**src/rtl/csram_sync_if.sv**
```systemverilog
// Request/response bus of the clocked program SRAM.
// The core side drives the master modport, the RAM the slave modport.
interface csram_sync_if #(
  parameter int DATA_WIDTH = 16,
  parameter int ADDR_WIDTH = 16
) ();
  logic                  req_valid;
  logic                  req_ready;
  logic                  req_write;
  logic [ADDR_WIDTH-1:0] req_address;
  logic [DATA_WIDTH-1:0] req_data;
  logic                  rsp_valid;
  logic [DATA_WIDTH-1:0] rsp_data;
  logic                  boot_done;

  modport master (
    output req_valid, req_write, req_address, req_data,
    input  req_ready, rsp_valid, rsp_data, boot_done
  );

  modport slave (
    input  req_valid, req_write, req_address, req_data,
    output req_ready, rsp_valid, rsp_data, boot_done
  );
endinterface

```
**src/rtl/csram_sync.sv**
```systemverilog
// Clocked single-port program SRAM with boot image fill and wait states.
// Optional CSRAM_SYNC_WRITE_PROTECT_EN makes the boot image words read-only.
module csram_sync #(
  parameter int                       DATA_WIDTH  = 16,
  parameter int                       ADDR_WIDTH  = 16,
  parameter int                       DEPTH_LOG2  = 8,
  parameter logic [ADDR_WIDTH-1:0]    BASE_ADDR   = 16'h3000,
  parameter int                       WAIT_STATES = 1
) (
  input  logic         clk,
  input  logic         reset_n,
  csram_sync_if.slave  bus
);

  localparam int WORDS = 1 << DEPTH_LOG2;

  typedef enum logic [1:0] {
    BOOT, IDLE, WAIT, RESP
  } state_t;

  state_t                  state;
  logic [DATA_WIDTH-1:0]   mem [WORDS];
  logic [DEPTH_LOG2-1:0]   boot_idx;
  logic [3:0]              wait_cnt;
  logic [DATA_WIDTH-1:0]   pend_data;

  logic [ADDR_WIDTH:0]     addr_x;
  logic [ADDR_WIDTH:0]     win_lo;
  logic [ADDR_WIDTH:0]     win_hi;
  logic                    hit;
  logic [DEPTH_LOG2-1:0]   idx;
  logic                    prot;
  logic                    accept;
  logic                    mem_we;
  logic [DATA_WIDTH-1:0]   rsp_word;

  function automatic logic [DATA_WIDTH-1:0] boot_word(
    input logic [DEPTH_LOG2-1:0] i
  );
    logic [DATA_WIDTH-1:0] w;
    w = '1;
    case (32'(i))
      0: w = DATA_WIDTH'(16'h9040);
      1: w = DATA_WIDTH'(16'h5060);
      2: w = DATA_WIDTH'(16'h1027);
      3: w = DATA_WIDTH'(16'h103f);
      4: w = DATA_WIDTH'(16'h0bfe);
      5: w = DATA_WIDTH'(16'hf030);
      6: w = DATA_WIDTH'(16'h0ff9);
      default: w = '1;
    endcase
    return w;
  endfunction

  // One extra bit keeps a window at the top of the map from wrapping.
  assign addr_x = {1'b0, bus.req_address};
  assign win_lo = {1'b0, BASE_ADDR};
  assign win_hi = win_lo + (ADDR_WIDTH+1)'(WORDS);
  assign hit    = (addr_x >= win_lo) && (addr_x < win_hi);
  assign idx    = DEPTH_LOG2'(bus.req_address - BASE_ADDR);

`ifdef CSRAM_SYNC_WRITE_PROTECT_EN
  assign prot = hit && (32'(idx) < 7);
`else
  assign prot = 1'b0;
`endif

  assign accept = bus.req_ready && bus.req_valid;
  assign mem_we = accept && bus.req_write && hit && !prot;

  // Contents only change on accept edges, so the answer is fixed here.
  always_comb begin
    rsp_word = '1;
    if (bus.req_write && !prot)
      rsp_word = bus.req_data;
    else if (hit)
      rsp_word = mem[idx];
  end

  always_ff @(posedge clk) begin
    if (state == BOOT)
      mem[boot_idx] <= boot_word(boot_idx);
    else if (mem_we)
      mem[idx] <= bus.req_data;
  end

  always_ff @(posedge clk or negedge reset_n) begin
    if (!reset_n) begin
      state         <= BOOT;
      boot_idx      <= '0;
      wait_cnt      <= '0;
      pend_data     <= '1;
      bus.req_ready <= 1'b0;
      bus.rsp_valid <= 1'b0;
      bus.rsp_data  <= '1;
      bus.boot_done <= 1'b0;
    end else begin
      unique case (state)
        BOOT: begin
          boot_idx <= boot_idx + 1'b1;
          if (boot_idx == '1) begin
            state         <= IDLE;
            bus.req_ready <= 1'b1;
            bus.boot_done <= 1'b1;
          end
        end
        IDLE: begin
          if (bus.req_valid) begin
            bus.req_ready <= 1'b0;
            if (WAIT_STATES == 0) begin
              state         <= RESP;
              bus.rsp_valid <= 1'b1;
              bus.rsp_data  <= rsp_word;
            end else begin
              state     <= WAIT;
              wait_cnt  <= 4'(WAIT_STATES - 1);
              pend_data <= rsp_word;
            end
          end
        end
        WAIT: begin
          if (wait_cnt == '0) begin
            state         <= RESP;
            bus.rsp_valid <= 1'b1;
            bus.rsp_data  <= pend_data;
          end else begin
            wait_cnt <= wait_cnt - 1'b1;
          end
        end
        RESP: begin
          state         <= IDLE;
          bus.rsp_valid <= 1'b0;
          bus.req_ready <= 1'b1;
        end
        default: state <= BOOT;
      endcase
    end
  end

endmodule

```
**src/flat_wrapper.sv**
```systemverilog
// flat-port wrapper written by rule: the top's interface ports become plain ports
module csram_sync_flat 
#(
  parameter int                       DATA_WIDTH  = 16,
  parameter int                       ADDR_WIDTH  = 16,
  parameter int                       DEPTH_LOG2  = 8,
  parameter logic [ADDR_WIDTH-1:0]    BASE_ADDR   = 16'h3000,
  parameter int                       WAIT_STATES = 1
)
  (clk, reset_n, bus_req_valid, bus_req_write, bus_req_address, bus_req_data, bus_req_ready, bus_rsp_valid, bus_rsp_data, bus_boot_done);
  csram_sync_if #(.DATA_WIDTH(DATA_WIDTH), .ADDR_WIDTH(ADDR_WIDTH)) bus_i ();
  input  logic clk;
  input  logic reset_n;
  input wire logic [$bits(bus_i.req_valid)-1:0] bus_req_valid;
  input wire logic [$bits(bus_i.req_write)-1:0] bus_req_write;
  input wire logic [$bits(bus_i.req_address)-1:0] bus_req_address;
  input wire logic [$bits(bus_i.req_data)-1:0] bus_req_data;
  output wire logic [$bits(bus_i.req_ready)-1:0] bus_req_ready;
  output wire logic [$bits(bus_i.rsp_valid)-1:0] bus_rsp_valid;
  output wire logic [$bits(bus_i.rsp_data)-1:0] bus_rsp_data;
  output wire logic [$bits(bus_i.boot_done)-1:0] bus_boot_done;
  assign bus_i.req_valid = bus_req_valid;
  assign bus_i.req_write = bus_req_write;
  assign bus_i.req_address = bus_req_address;
  assign bus_i.req_data = bus_req_data;
  assign bus_req_ready = bus_i.req_ready;
  assign bus_rsp_valid = bus_i.rsp_valid;
  assign bus_rsp_data = bus_i.rsp_data;
  assign bus_boot_done = bus_i.boot_done;
  csram_sync #(.DATA_WIDTH(DATA_WIDTH), .ADDR_WIDTH(ADDR_WIDTH), .DEPTH_LOG2(DEPTH_LOG2), .BASE_ADDR(BASE_ADDR), .WAIT_STATES(WAIT_STATES)) u_core (.clk(clk), .reset_n(reset_n), .bus(bus_i));
endmodule
```
**config.mk**
```make
export PLATFORM = sky130hd
export DESIGN_NAME = csram_sync_flat
export DESIGN_NICKNAME = d
export VERILOG_FILES = /design/src/rtl/csram_sync_if.sv /design/src/rtl/csram_sync.sv /design/src/flat_wrapper.sv
export SDC_FILE = /design/constraint.sdc
export NUM_CORES = 2
export LEC_CHECK = 0
export CORE_ASPECT_RATIO = 1.4
export CORE_MARGIN = 4
export CORE_UTILIZATION = 50
export CTS_BUF_LIST = sky130_fd_sc_hd__clkbuf_4 sky130_fd_sc_hd__clkbuf_8 sky130_fd_sc_hd__clkbuf_16
export CTS_CLUSTER_SIZE = 14
export DETAILED_ROUTE_END_ITERATION = 10
export HOLD_SLACK_MARGIN = 0.12
export PLACE_DENSITY = 0.68
export SLEW_MARGIN = 20
export SYNTH_ARGS = -nofsm -noshare
export SYNTH_HDL_FRONTEND = slang
export SYNTH_SLANG_ARGS = --single-unit
```
**constraint.sdc**
```tcl
create_clock -name clk -period 18 [get_ports clk]
set_input_delay 4.5 -clock clk [delete_from_list [all_inputs] [get_ports clk]]
set_output_delay 4.5 -clock clk [all_outputs]
set_load 0.05 [all_outputs]
```
==> impl.org <==
** Timing
- Total setup violations reported at the end of the flow :: 0
- For the finished layout, the period the worst path requires is 9.96 ns.
- Final Hold Fails :: 0
- FMAX :: around 100 MHz
- Setup repair after global routing left no endpoint under its margin.
- Setup TNS Final :: 0 ns
- Actual slew at the worst max-slew pin :: approximately 1.3 ns
- Of the available clock period, the critical path in the final layout requires 55.3%.
- Headroom to the max-slew limit :: 15.3%
- Max-slew violations :: 0
- Worst clock skew on the final layout :: 0.0510 ns

** Clocking
- Clock tree synthesis inserted a total of 372 buffers.
- The clock net in this run drives a total of 4,145 sinks.
- The later pin in the worst-skew pair is clocked with a latency of 0.92 ns.
- For this design, the CTS-stage hold fixing added 0 buffers.
- The cell sitting at the root of the clock tree is a clkbuf_16.
- Clock tree from TritonCTS :: done
- H-tree lvl count :: 5
- Worst-path clk slew :: 0.07 ns
- Post-CTS timing repair inserted 0 buffers for setup.
- Once the clock tree was built, the resizer swapped 0 gates to a different size.
- Maximum count of clock buffers along a single path :: 4

** Outcome
- Status :: finished, final reports clean

** Flow run
- Max-cap violations in this run came to 0.

** Critical path
- FF-to-FF path depth :: 9
- Together, buffers and inverters on the worst path number 5.
- Worst setup path startpoint :: bus_req_address[0]
- For this run, the slowest stage of the critical path takes between 0.8 and 0.9 ns.
- Required time worst endpoint :: around 19 ns
- In this run the critical register-to-register path is launched from u_core.boot_idx[0]$_DFFE_PN0N_.
- In this run the number of cells on the critical path is 11.
- Most common cell type on the critical path :: buf_4
- On the critical path, the stage with the largest delay is an instance of buf_4.
- Critical path arrival :: 10.77 ns
- The worst setup path is captured at a register.
- Startpoint types :: input port
- Series of cell instances along the critical path :: buf_16 > buf_4 > buf_12 > buf_4 > buf_4 > mux2i_1 > o221ai_1 > o22ai_1 > o21ai_0 > nand4_1 > o32ai_1
- Top cell family by delay on the critical path :: buffers and inverters
- In this run the worst path has a maximum fanout of 101.
- The critical path is of the in2reg type.

** Global route
- Maximum number of pins on one net before global-route repair :: 209
- The first global-routing pass estimated 648 mm of wire.
- Number of antenna violations at the first check in global routing :: 28
- Global routing used 27.6% of the available tracks.
- Summed over all layers, the global routing overflow is 0.
- The via count of the first global-routing pass came to 84,000.

** Route
- The final layout contains routed wiring with a total length of about 460 mm.
- Using the TritonRoute via totals, the vias-per-cell ratio works out to 6.55.
- Number of search-and-repair iterations in the first detailed-routing pass :: 9
- Number of DRC violations after detailed-routing iteration 0 :: approximately 11,000
- Detail Route Antenna Nets :: 0
- After detailed routing, the number of remaining DRC violations is 0.
- Vias after detailed routing :: 84,000
- Routed length per instance :: 36.0 um

** Die
- The die is 680 um tall.
- Number of standard-cell rows in the floorplan :: 246
- The die covers around 330,000 um2.
- The floorplan step defined a core boundary enclosing 321,000 um2.
- Width of the die :: between 400 and 500 um
- For this configuration, the core starts out at a cell density of approximately 50%.
- Num ports :: 55

** Cells and area
- Post-layout net count :: 8,389
- Area overhead of the layout relative to synthesis :: 11.4%
- Final standard cell utilization of the core :: 56.0%
- Most frequent standard cell in the layout excluding fill and tap cells :: edfxtp_1
- Share of post-route cells with drive strength above 1 :: between 20% and 30%
- Most frequent cells in the layout :: edfxtp_1 (4,096), mux2i_1 (683), mux4_2 (676)

** Place
- Port Buf Inserts :: 54
- Final RePlAce weighted congestion :: 0.974
- Half-perimeter wire length of the detailed placement result :: 284 mm

** Synth
- Synthesis instantiated 74 different standard cells from the library.
- When the netlist entered floorplanning its net count stood at 7,997.
- The synthesized netlist devotes 2.56% of its cell area to simple gates.
- After synthesis, flip-flops and latches occupy 76.9% of the total area.
- In the synthesized netlist the dominant register cell turns out to be edfxtp_1.
- FFs w/ async S/R, synth :: 1.18%
- EDFF count, synth :: around 4,000
- Mean post-synth cell area :: 20.3 um2
- Flops & latches, synth :: 4,145
- In the synthesized netlist, mux cells make up 14.1% of the area.
- For this run, the number of Yosys warnings is 0.
- The synthesized netlist devotes 4.33% of its cell area to compound gates.
- After synthesis, the largest family of logic cells by area is multiplexers.
- After technology mapping, the gate count stands at 7,950.
- The mapped netlist covers around 160,000 um2.
- Fraction of synthesized cell area in xor and xnor cells :: 0.0380%
- Share of synthesized cell area in full adder, half adder and majority cells :: 0.0852%

** Pwr
- Dividing total power by cell area gives a power density of around 150 nW/um2.
- Summed over all cells, the static leakage comes to around 57 nW.
- Worst ir drop on vdd :: 0.000280 V

** Hold path
- The worst hold path belongs to the class reg2reg.
- The startpoint identified for the worst hold timing path is u_core.bus.boot_done$_DFFE_PN0P_.
- Along the worst hold path, the cell count comes to 1.
## metal layers
| metal | up-vias | part of all wire, % | track usage (%) | wire, um |
|---|---|---|---|---|
| li1 | 33900 | - | - | - |
| met5 | - | 0.033 | 0 | 151 |
| met1 | 44200 | 34 | 33.7 | 158000 |
| met2 | 4735 | 49 | 44.9 | 226000 |
| met3 | 1126 | 8.6 | 5.36 | 39400 |
| met4 | 20 | 8.2 | 18.6 | 37800 |
## Yosys cell counts (49+ instances only)
| cell | n | area (um2) |
|---|---|---|
| nand3_1 | 52 | 260 |
| o21ai_0 | 138 | 691 |
| a21oi_1 | 200 | 1000 |
| nor2_1 | 380 | 1430 |
| edfxtp_1 | 4096 | 123000 |
| a211oi_1 | 67 | 503 |
| nand2_1 | 114 | 428 |
| nand4_1 | 49 | 307 |
| a22oi_1 | 123 | 923 |
| o221ai_1 | 203 | 1780 |
| nor3_1 | 67 | 335 |
| buf_4 | 49 | 368 |
| mux4_2 | 676 | 15200 |
| mux2_2 | 63 | 709 |
| clkbuf_1 | 183 | 687 |
| buf_2 | 103 | 515 |
| buf_6 | 82 | 923 |
| o22ai_1 | 108 | 676 |
| mux2i_1 | 683 | 6840 |
## through the flow
stage                     setup slack, ns  hold slack [ns]  total power, mW  cells  cell area [um2]
final                                8.04            0.530             26.2  12800           180000
after global routing                 7.70            0.561             27.0  12800           180000
after CTS                            8.09            0.527             26.2  12800           180000
after detailed placement             7.12            0.512             18.8  12200           168000
after global placement               6.62            0.501             18.5  12200           168000
after floorplan                      2.44            0.515             17.2   7950           162000
## logic make-up (layout without fill, tap and decap cells)
group,after synthesis,after routing
flip-flops,4145,4145
AO/OA/AOI/OAI,1003,1003
AND/OR/NAND/NOR,866,866
multiplexers,1422,1422
other,0,14
XOR/XNOR,7,7
adder cells (fa/ha/maj),11,11
buffers and inverters,496,1131
## report_power, final
group	switching (mW)	internal (mW)
logic	4.17	0.649
clock network	3.38	4.16
registers	0.0614	13.8
## final timing paths
path,slack [ns],to
worst max-delay path,8.04,u_core.pend_data[8]$_DFFE_PN1P_
worst min-delay path,0.53,u_core.bus.boot_done$_DFFE_PN0P_
worst max register to register,12.63,u_core.mem[81][1]$_DFFE_PP_
worst min register to register,0.53,u_core.bus.boot_done$_DFFE_PN0P_
max in group asynchronous,13.70,u_core.boot_idx[4]$_DFFE_PN0N_
min in group asynchronous,3.76,u_core.bus.boot_done$_DFFE_PN0P_
## state kept, by name, summed over array words and instances (netlist names)
signal,flops
u_core.bus.boot_done,1
u_core.bus.rsp_valid,1
u_core.bus.req_ready,1
u_core.pend_data,16
u_core.boot_idx,8
u_core.state,2
u_core.wait_cnt,4
u_core.bus.rsp_data,16
u_core.mem,4096
## final cells by class
type | count | area, um2
antenna | 14 | 35.0
clock buffer | 465 | 10200
clock inverter | 152 | 1090
fill | 23500 | 141000
inverter | 14 | 62.6
multi-input combinational | 3309 | 34700
sequential | 4145 | 124000
tap | 4216 | 5280
timing repair buffer | 500 | 4230
(Power assumes the default switching activity.)
